==> config.mk <==
export PLATFORM = sky130hd
export DESIGN_NAME = interp_fetch_ctrl_flat
export DESIGN_NICKNAME = d
export VERILOG_FILES = /design/src/rtl/interp_fetch_ctrl_pkg.sv /design/src/rtl/interp_fetch_ctrl_if.sv /design/src/rtl/interp_addr_gen.sv /design/src/rtl/interp_fetch_ctrl.sv /design/src/flat_wrapper.sv
export SDC_FILE = /design/constraint.sdc
export NUM_CORES = 1
export LEC_CHECK = 0
export CAP_MARGIN = 20
export CORE_UTILIZATION = 41
export DETAILED_ROUTE_END_ITERATION = 16
export PLACE_DENSITY = 0.75
export REMOVE_ABC_BUFFERS = 1
export SYNTH_ARGS = -nofsm -noshare
export SYNTH_HDL_FRONTEND = slang
export SYNTH_SLANG_ARGS = --single-unit
export TNS_END_PERCENT = 100
==> constraint.sdc <==
create_clock -name clock -period 2.3 [get_ports clock]
set_input_delay 0.23 -clock clock [delete_from_list [all_inputs] [get_ports clock]]
set_output_delay 0.23 -clock clock [all_outputs]
set_load 0.02 [all_outputs]
==> src/rtl/interp_fetch_ctrl_pkg.sv <==
// interp_fetch_ctrl_pkg: shared states, block geometry and output-slot window for the interpolation sequencer
package interp_fetch_ctrl_pkg;
  typedef enum logic [2:0] {IDLE, REQ, SHIFT, RUN, DONE} state_t;
  localparam int AW = 16;
  localparam int ROWS_IN = 15;
  localparam int N_RESULTS = 48;
  localparam int RW = $clog2(ROWS_IN);
  localparam logic [7:0] SLOT_A_LO = 8'd3;
  localparam logic [7:0] SLOT_A_HI = 8'd10;
  localparam logic [7:0] SLOT_B_LO = 8'd15;
  localparam logic [7:0] SLOT_B_HI = 8'd46;
  function automatic logic slot_keep(input logic [7:0] sel);
    return (sel >= SLOT_A_LO && sel <= SLOT_A_HI) || (sel >= SLOT_B_LO && sel <= SLOT_B_HI);
  endfunction
endpackage

==> src/rtl/interp_fetch_ctrl_if.sv <==
// interp_fetch_ctrl_if: scheduler, memory, shift-register and filter/output-filler signals of the sequencer
interface interp_fetch_ctrl_if;
  import interp_fetch_ctrl_pkg::*;
  logic start;
  logic abort;
  logic [AW-1:0] base_addr;
  logic [AW-1:0] stride;
  logic rd_req;
  logic [AW-1:0] rd_addr;
  logic rd_valid;
  logic [63:0] rd_data;
  logic sr_load_L;
  logic [63:0] sr_data;
  logic filt_en;
  logic res_valid;
  logic [7:0] of_sel;
  logic of_load_L;
  logic busy;
  logic done;
  modport slave (
    input start, abort, base_addr, stride, rd_valid, rd_data, res_valid,
    output rd_req, rd_addr, sr_load_L, sr_data, filt_en, of_sel, of_load_L, busy, done
  );
  modport master (
    output start, abort, base_addr, stride, rd_valid, rd_data, res_valid,
    input rd_req, rd_addr, sr_load_L, sr_data, filt_en, of_sel, of_load_L, busy, done
  );
endinterface

==> src/rtl/interp_addr_gen.sv <==
// interp_addr_gen: reference row counter and stride-accumulated read address
module interp_addr_gen
  import interp_fetch_ctrl_pkg::*;
(
  input  logic          clock,
  input  logic          reset_L,
  input  logic          clear,
  input  logic          load,
  input  logic          step,
  input  logic [AW-1:0] base_addr,
  input  logic [AW-1:0] stride,
  output logic [AW-1:0] addr,
  output logic          last_row
);
  logic [RW-1:0] row;
  logic [AW-1:0] stride_q;
  assign last_row = row == RW'(ROWS_IN - 1);
  // clear wins over a new block; each step advances one row, address wraps mod 2^AW
  always_ff @(posedge clock or negedge reset_L)
    if (!reset_L) begin
      row <= '0;
      addr <= '0;
      stride_q <= '0;
    end else if (clear) begin
      row <= '0;
      addr <= '0;
    end else if (load) begin
      row <= '0;
      addr <= base_addr;
      stride_q <= stride;
    end else if (step) begin
      row <= row + RW'(1);
      addr <= addr + stride_q;
    end
endmodule

==> src/rtl/interp_fetch_ctrl.sv <==
// interp_fetch_ctrl: fetch 15 reference rows into the shift register, then steer filter results into output-filler slots
module interp_fetch_ctrl
  import interp_fetch_ctrl_pkg::*;
(
  input logic clock,
  input logic reset_L,
  interp_fetch_ctrl_if.slave bus
);
  state_t state, state_nx;
  logic load, step, last_row;
  logic [AW-1:0] addr;
  assign load = state == IDLE && bus.start && !bus.abort;
  assign step = state == SHIFT && !bus.abort;
  assign bus.rd_addr = addr;
  assign bus.of_load_L = !(state == RUN && bus.res_valid && slot_keep(bus.of_sel));
  interp_addr_gen u_addr (
    .clock     (clock),
    .reset_L   (reset_L),
    .clear     (bus.abort),
    .load      (load),
    .step      (step),
    .base_addr (bus.base_addr),
    .stride    (bus.stride),
    .addr      (addr),
    .last_row  (last_row)
  );
  // next state; abort overrides every transition
  always_comb begin
    state_nx = state;
    case (state)
      IDLE:    if (bus.start) state_nx = REQ;
      REQ:     if (bus.rd_valid) state_nx = SHIFT;
      SHIFT:   state_nx = last_row ? RUN : REQ;
      RUN:     if (bus.res_valid && bus.of_sel == 8'(N_RESULTS - 1)) state_nx = DONE;
      DONE:    state_nx = IDLE;
      default: state_nx = IDLE;
    endcase
    if (bus.abort) state_nx = IDLE;
  end
  // state plus outputs registered from the next state so they change cleanly on the edge
  always_ff @(posedge clock or negedge reset_L)
    if (!reset_L) begin
      state <= IDLE;
      bus.rd_req <= 1'b0;
      bus.sr_load_L <= 1'b1;
      bus.sr_data <= '0;
      bus.filt_en <= 1'b0;
      bus.of_sel <= '0;
      bus.busy <= 1'b0;
      bus.done <= 1'b0;
    end else begin
      state <= state_nx;
      bus.rd_req <= state_nx == REQ;
      bus.sr_load_L <= state_nx != SHIFT;
      bus.filt_en <= state_nx == RUN;
      bus.busy <= state_nx != IDLE;
      bus.done <= state_nx == DONE;
      if (state == REQ && bus.rd_valid && !bus.abort) bus.sr_data <= bus.rd_data;
      bus.of_sel <= (bus.abort || load || (state == SHIFT && last_row)) ? 8'd0 :
                    (state == RUN && bus.res_valid) ? bus.of_sel + 8'd1 : bus.of_sel;
    end
endmodule

==> src/flat_wrapper.sv <==
// flat-port wrapper written by rule: the top's interface ports become plain ports
module interp_fetch_ctrl_flat import interp_fetch_ctrl_pkg::*;
  (clock, reset_L, bus_start, bus_abort, bus_base_addr, bus_stride, bus_rd_valid, bus_rd_data, bus_res_valid, bus_rd_req, bus_rd_addr, bus_sr_load_L, bus_sr_data, bus_filt_en, bus_of_sel, bus_of_load_L, bus_busy, bus_done);
  interp_fetch_ctrl_if bus_i ();
  input logic clock;
  input logic reset_L;
  input wire logic [$bits(bus_i.start)-1:0] bus_start;
  input wire logic [$bits(bus_i.abort)-1:0] bus_abort;
  input wire logic [$bits(bus_i.base_addr)-1:0] bus_base_addr;
  input wire logic [$bits(bus_i.stride)-1:0] bus_stride;
  input wire logic [$bits(bus_i.rd_valid)-1:0] bus_rd_valid;
  input wire logic [$bits(bus_i.rd_data)-1:0] bus_rd_data;
  input wire logic [$bits(bus_i.res_valid)-1:0] bus_res_valid;
  output wire logic [$bits(bus_i.rd_req)-1:0] bus_rd_req;
  output wire logic [$bits(bus_i.rd_addr)-1:0] bus_rd_addr;
  output wire logic [$bits(bus_i.sr_load_L)-1:0] bus_sr_load_L;
  output wire logic [$bits(bus_i.sr_data)-1:0] bus_sr_data;
  output wire logic [$bits(bus_i.filt_en)-1:0] bus_filt_en;
  output wire logic [$bits(bus_i.of_sel)-1:0] bus_of_sel;
  output wire logic [$bits(bus_i.of_load_L)-1:0] bus_of_load_L;
  output wire logic [$bits(bus_i.busy)-1:0] bus_busy;
  output wire logic [$bits(bus_i.done)-1:0] bus_done;
  assign bus_i.start = bus_start;
  assign bus_i.abort = bus_abort;
  assign bus_i.base_addr = bus_base_addr;
  assign bus_i.stride = bus_stride;
  assign bus_i.rd_valid = bus_rd_valid;
  assign bus_i.rd_data = bus_rd_data;
  assign bus_i.res_valid = bus_res_valid;
  assign bus_rd_req = bus_i.rd_req;
  assign bus_rd_addr = bus_i.rd_addr;
  assign bus_sr_load_L = bus_i.sr_load_L;
  assign bus_sr_data = bus_i.sr_data;
  assign bus_filt_en = bus_i.filt_en;
  assign bus_of_sel = bus_i.of_sel;
  assign bus_of_load_L = bus_i.of_load_L;
  assign bus_busy = bus_i.busy;
  assign bus_done = bus_i.done;
  interp_fetch_ctrl u_core (.clock(clock), .reset_L(reset_L), .bus(bus_i));
endmodule
## Word level (Yosys, flattened, before mapping)

Index checks and enable logic that the tools add are counted.

| word-level totals | value |
|---|---|
| register bits after elaboration | 116 |
| bits of input ports | 102 |
| output and inout port bits | 94 |
| word-level logic and storage cells | 63 |

| cells by class | value |
|---|---|
| add/subtract/negate cells | 3 |
| order comparisons | 4 |
| equal/unequal tests | 9 |
| mux-type cells | 14 |
| bitwise gates (word level) | 1 |
| reduce and logical (&&, ||, !) cells | 21 |

Operator list:

| cell | count |
|---|---|
| $mux W16 | 3 |
| $add A16 B16 Y16 | 1 |
| $mux W8 | 2 |
| $mux W3 | 4 |
| $mux W4 | 3 |
| $pmux W3 S4 | 1 |
| $logic_and A1 B1 Y1 | 11 |
| $eq A3 B2 Y1 const B | 3 |
| $add A8 B1 Y8 const B | 1 |
| $eq A8 B6 Y1 const B | 1 |
| $ge A8 B2 Y1 const B | 1 |
| $ge A8 B4 Y1 const B | 1 |
| $le A8 B4 Y1 const B | 1 |
| $le A8 B6 Y1 const B | 1 |
| $eq A3 B1 Y1 const B | 2 |
| $reduce_bool A3 Y1 | 2 |
| $add A4 B1 Y4 const B | 1 |
| $eq A4 B4 Y1 const B | 1 |
| $eq A3 B3 Y1 const B | 1 |
| $logic_not A3 Y1 | 1 |
| $logic_or A1 B1 Y1 | 3 |
| $ne A3 B2 Y1 const B | 1 |
| $logic_not A1 Y1 | 2 |
| $mux W2 | 1 |
| other kinds (3) | 3 |

## Depth between registers and ports, before layout

| depth | value |
|---|---|
| word-level depth | 6 |
| depth in mapped cells | 9 |

## Modules after synthesis

From an unflattened synthesis, not the netlist that was laid out.

| second synthesis, totals | value |
|---|---|
| cells, all modules | 446 |
| area total of the unflattened synthesis | 5768.0 µm² |

By module, submodules not included:

| module | times used | cells each | area each (µm²) | seq. area each (µm²) |
|---|---|---|---|---|
| interp_fetch_ctrl | 1 | 222 | 3464.6 | 2003.2 |
| interp_addr_gen | 1 | 224 | 2303.5 | 900.9 |

## Worst setup path after synthesis

Ideal clock, no wire load.

| path | value |
|---|---|
| path type | register to register |
| start | reg u_core.bus.of_sel[0] (netlist name) |
| end | reg u_core.bus.sr_data[15] |
| setup time | 0.125 ns |
| arrival time | 2.130 ns |
| required time | 2.175 ns |
| setup slack | 0.045 ns |
| cell stages (with the launch flop) | 10 |
| buffers on the path | 2 |
| cells stage by stage | dfrtp_1 -> ha_1 -> and3_1 -> a41oi_1 -> nor3_2 -> nor3_2 -> and2_4 -> buf_12 -> buf_12 -> mux2_4 |

RTL lines:

| item | RTL line | RTL |
|---|---|---|
| end signal: assignment | interp_fetch_ctrl.sv:58 | `if (state == REQ && bus.rd_valid && !bus.abort) bus.sr_data <= bus.rd_data;` |
| end: declaration | interp_fetch_ctrl_if.sv:22 | `output rd_req, rd_addr, sr_load_L, sr_data, filt_en, of_sel, of_load_L, busy, done` |

## Worst setup path in the final report

| path | value |
|---|---|
| start | reg u_core.u_addr.addr[0] |
| end | reg u_core.u_addr.addr[8] |

| between the ends | value |
|---|---|
| word-level cells in the longest chain between the ends | 4 |

RTL lines:

| item | RTL line | RTL |
|---|---|---|
| start: declaration | interp_addr_gen.sv:12 | `output logic [AW-1:0] addr,` |
| start signal: assignment | interp_addr_gen.sv:29 | `addr <= base_addr;` |
| start signal: assignment | interp_addr_gen.sv:33 | `addr <= addr + stride_q;` |
| $add A16 B16 Y16 | interp_addr_gen.sv:33 |  |
| $mux W16 | interp_addr_gen.sv:31 | `end else if (step) begin` |
| $mux W16 | interp_addr_gen.sv:27 | `end else if (load) begin` |
| $mux W16 | interp_addr_gen.sv:24 | `end else if (clear) begin` |

Every way passes these cells. The select of a mux whose other input is x is not followed.
A chain may end at the register's enable or synchronous reset.

==> results by group <==
Cells and area
  – Layout cell share with drive strength beyond 1: 0.226
  – Cell Count, Final, Fillers Out: between 800 and 900
  – Filler cells: approximately 1000
  – Core Util, Final: 0.647
  – Final Net Count: approximately 810
  – Area Growth Syn to Fin: 51.7%
  – Final Instance Area: a little under 9000 µm²
  – ANT cells: 0

Floorplanning
  – Row count: 42
  – Die H: 120 µm
  – DIE WIDTH: around 120 µm
  – Die ar.: around 14000 µm²
  – I/O Pins: a little under 200
  – Initial Util: 0.427
  – CORE AREA: 13400 µm²

Yosys
  – Most frequent cell after synthesis: dfrtp_1
  – Post-Syn Instances: about 460
  – Cell accounting for the most synthesized area: dfrtp_1
  – Asr flop ratio synth: 1.00
  – Top cells by count, synth: dfrtp_1, mux2_4, nand2_1, nor2_1, mux2_2
  – Synth Area in Adders: 0.0451
  – Syn_area_per_cell: around 12 µm²
  – Seq/Total Area, Yosys: 0.508
  – Distinct cells, synth: 49
  – Top cell type's share of synthesized area: 0.503
  – Largest family of logic cells by synthesized area: multiplexers
  – Simple-gate share of the synthesized area: 0.0987
  – Mux cell area share after synthesis: 0.193
  – Synthesized flop and latch total: 116
  – EDFF count, synth: 0
  – Mapped cell area: ~5700 µm²
  – Primary FF master, synth: dfrtp_1
  – Area contributors post-synth: dfrtp_1, mux2_4, mux2_2, ha_1, nand2_1
  – Complex-gate fraction of the synthesized area: 0.0873
  – Post-synthesis xor/xnor area fraction: 0.0291
  – Syn. warnings: 0

CTS
  – Num CTS Buffers: 17
  – CTS tree: yes
  – Reg clk slew, reported paths: approximately 0.050 ns
  – Worst skew pair latency: just over 0.4 ns
  – Clock Sink Count: around 120
  – CTS H-tree lvls: 4
  – Clk buf depth: 2
  – Clock root cell: clkbuf_16

STA
  – Top achievable clock speed: 0.452 GHz
  – Skew final: between 0.007 and 0.008 ns
  – RSZ-0062 raised after global routing: false
  – Final count of hold timing violations: 0
  – Final setup viols: 0
  – Period minus WS final: 2.21 ns
  – Fin. max-slew vios: 0
  – Setup TNS: 0 ns
  – Worst relative slew slack: 0.572
  – Final Cycle Share: 0.962
  – Tightest Pin Transition: around 0.64 ns

Power and ir drop
  – P per Cell Area: around 1100 nW/µm²
  – Leak: between 3 and 4 nW
  – VDD IR max: 0.669 mV
  – Total Power: approximately 9.3 mW

Setup path
  – Slowest cell on crit path: fa_1
  – Crit Path Max Fanout: 3
  – Slowest stage delay, CP: a little over 0.4 ns
  – WP data arrival: around 2.6 ns
  – R2R Path End: u_core.u_addr.addr[8]$_DFFE_PN0P_
  – Flop2flop setup slack: a little under 0.09 ns
  – CP Cell Sequence: ha_1 -> fa_1 -> a21oi_1 -> o211ai_1 -> o211ai_1 -> a21oi_2 -> or3_1 -> nand3_1
  – Critical path class: reg -> reg
  – Register-to-Register Path Depth: 8
  – CP most frequent cell: o211ai_1
  – Startpoint Class: register
  – Setup crit end kind: register
  – Worst reg2reg startpoint: u_core.u_addr.addr[0]$_DFFE_PN0P_
  – CP Data Required Time: 2.64 ns

GRT
  – Global Route Usage Sum: 0.214
  – First-pass GRT wire length: 23.8 mm
  – Grt ovf: 0
  – Largest net degree at the start of global routing: 48
  – Vias in the first global route: 4795
  – Initial antenna violation count: 0

Placement
  – Post-DP HPWL: around 11 mm
  – Placed Cells: around 840
  – Placer Congestion: 0.864
  – Cell area after placement: about 8000 µm²
  – Port bufs: between 150 and 200

Drt
  – ANT nets after route: 0
  – Iter 0 DRT Violations: between 300 and 400
  – Routed vias: approximately 4500
  – Final WL: 15.0 mm
  – Residual DRC: 0
  – TritonRoute pass-1 iters: 4
  – Drt via density: approximately 5.2
  – Routed len/inst: around 17 µm

Run
  – Max Cap Violations: 0

Worst hold path
  – Hold WC Path Type: in -> async

Run status
  – Outcome: finished clean
-- cells by family after synthesis --
logic type,after synthesis
buffers and inverters,31
flip-flops,116
XOR/XNOR,19
AND/OR/NAND/NOR,116
adder cells (fa/ha/maj),20
AO/OA/AOI/OAI,80
multiplexers,82
-- layer usage --
metal / vias to the layer above / global-route usage / share of wire
met5: - / 0 / 0
met4: 0 / 0.0531 / 0.011
met3: 16 / 0.0889 / 0.10
met2: 214 / 0.364 / 0.49
met1: 2204 / 0.248 / 0.40
li1: 2105 / - / -
-- metrics by stage --
stage	setup WS (ns)	hold WS [ns]
floorplan	-0.493	-0.0656
global placement	0.00403	0.278
detailed placement	-0.0378	0.290
CTS	0.0228	0.403
global route	0.000756	0.420
finish	0.0874	0.385
-- layout make-up --
cell class / count / area, µm² / share of cell area
sequential: 116 / 2910 / 0.335
multi-input combinational: 317 / 2620 / 0.302
timing repair buffer: 226 / 2280 / 0.263
clock buffer: 23 / 508 / 0.0586
tap: 176 / 220 / 0.0254
clock inverter: 7 / 96.3 / 0.0111
inverter: 11 / 41.3 / 0.00476
-- critical path: cells and delay by family, from the launching register on --
family / cells / cell delay [ns]
flip-flops: 1 / 0.38
AO/OA/AOI/OAI: 4 / 0.66
adder cells (fa/ha/maj): 2 / 0.66
AND/OR/NAND/NOR: 2 / 0.45
-- state kept, by name (all words and copies together), names as in the netlist --
name / count
u_core.bus.busy: 1
u_core.bus.done: 1
u_core.bus.filt_en: 1
u_core.bus.of_sel: 8
u_core.bus.rd_req: 1
u_core.bus.sr_data: 64
u_core.bus.sr_load_L: 1
u_core.state: 3
u_core.u_addr.addr: 16
u_core.u_addr.row: 4
u_core.u_addr.stride_q: 16
-- power breakdown --
part	total (mW)	internal, mW	switching [mW]
combinational	3.62	1.97	1.65
clock	2.66	1.75	0.909
sequential	3.04	2.63	0.404
-- cells in the final DEF, fill, tap and decap left out, drive strengths merged, types with 2 or more instances in the layout --
cell / n
and3: 2
o211ai: 6
nor3b: 2
nor2: 35
clkinvlp: 3
nand3b: 2
a31oi: 2
nand2b: 2
nor3: 8
inv: 11
bufinv: 2
or3: 4
ha: 19
a21o: 3
o21ai: 19
clkinv: 2
a211oi: 4
nand2: 41
nand3: 4
xnor2: 8
clkbuf: 24
nand4: 6
mux2: 80
buf: 31
clkdlybuf4s50: 193
mux2i: 2
a311oi: 2
nor4: 2
o22ai: 2
or2: 2
a21oi: 27
xor2: 11
o221ai: 9
dfrtp: 115
-- timing repair --
| action | CTS | global route |
|---|---|---|
| pin swaps | 0 | 1 |
| setup buffers | 0 | 1 |
| hold buffers | 1 | 0 |
| gates resized for setup | 3 | 5 |
| endpoints found under the setup margin | 2 | 47 |
| endpoints found under the hold margin | 45 | 0 |
-- how the worst max path moves through the flow --
stage	depth (start not counted)	to	from	slack, ns
2_1_floorplan	6	u_core.u_addr.addr[9]$_DFFE_PN0P_	u_core.state[2]$_DFF_PN0_	-0.49
3_3_place_gp	8	u_core.bus.sr_data[5]$_DFFE_PN0P_	bus_res_valid	0.004
3_5_place_dp	8	u_core.bus.sr_data[5]$_DFFE_PN0P_	bus_res_valid	-0.04
4_1_cts	8	bus_of_load_L	u_core.bus.of_sel[1]$_DFFE_PN0P_	0.02
5_1_grt	6	u_core.u_addr.addr[13]$_DFFE_PN0P_	u_core.u_addr.addr[1]$_DFFE_PN0P_	0.0008
6_report	8	u_core.u_addr.addr[8]$_DFFE_PN0P_	u_core.u_addr.addr[0]$_DFFE_PN0P_	0.09
Note: power is estimated with default switching activity, not from simulation.
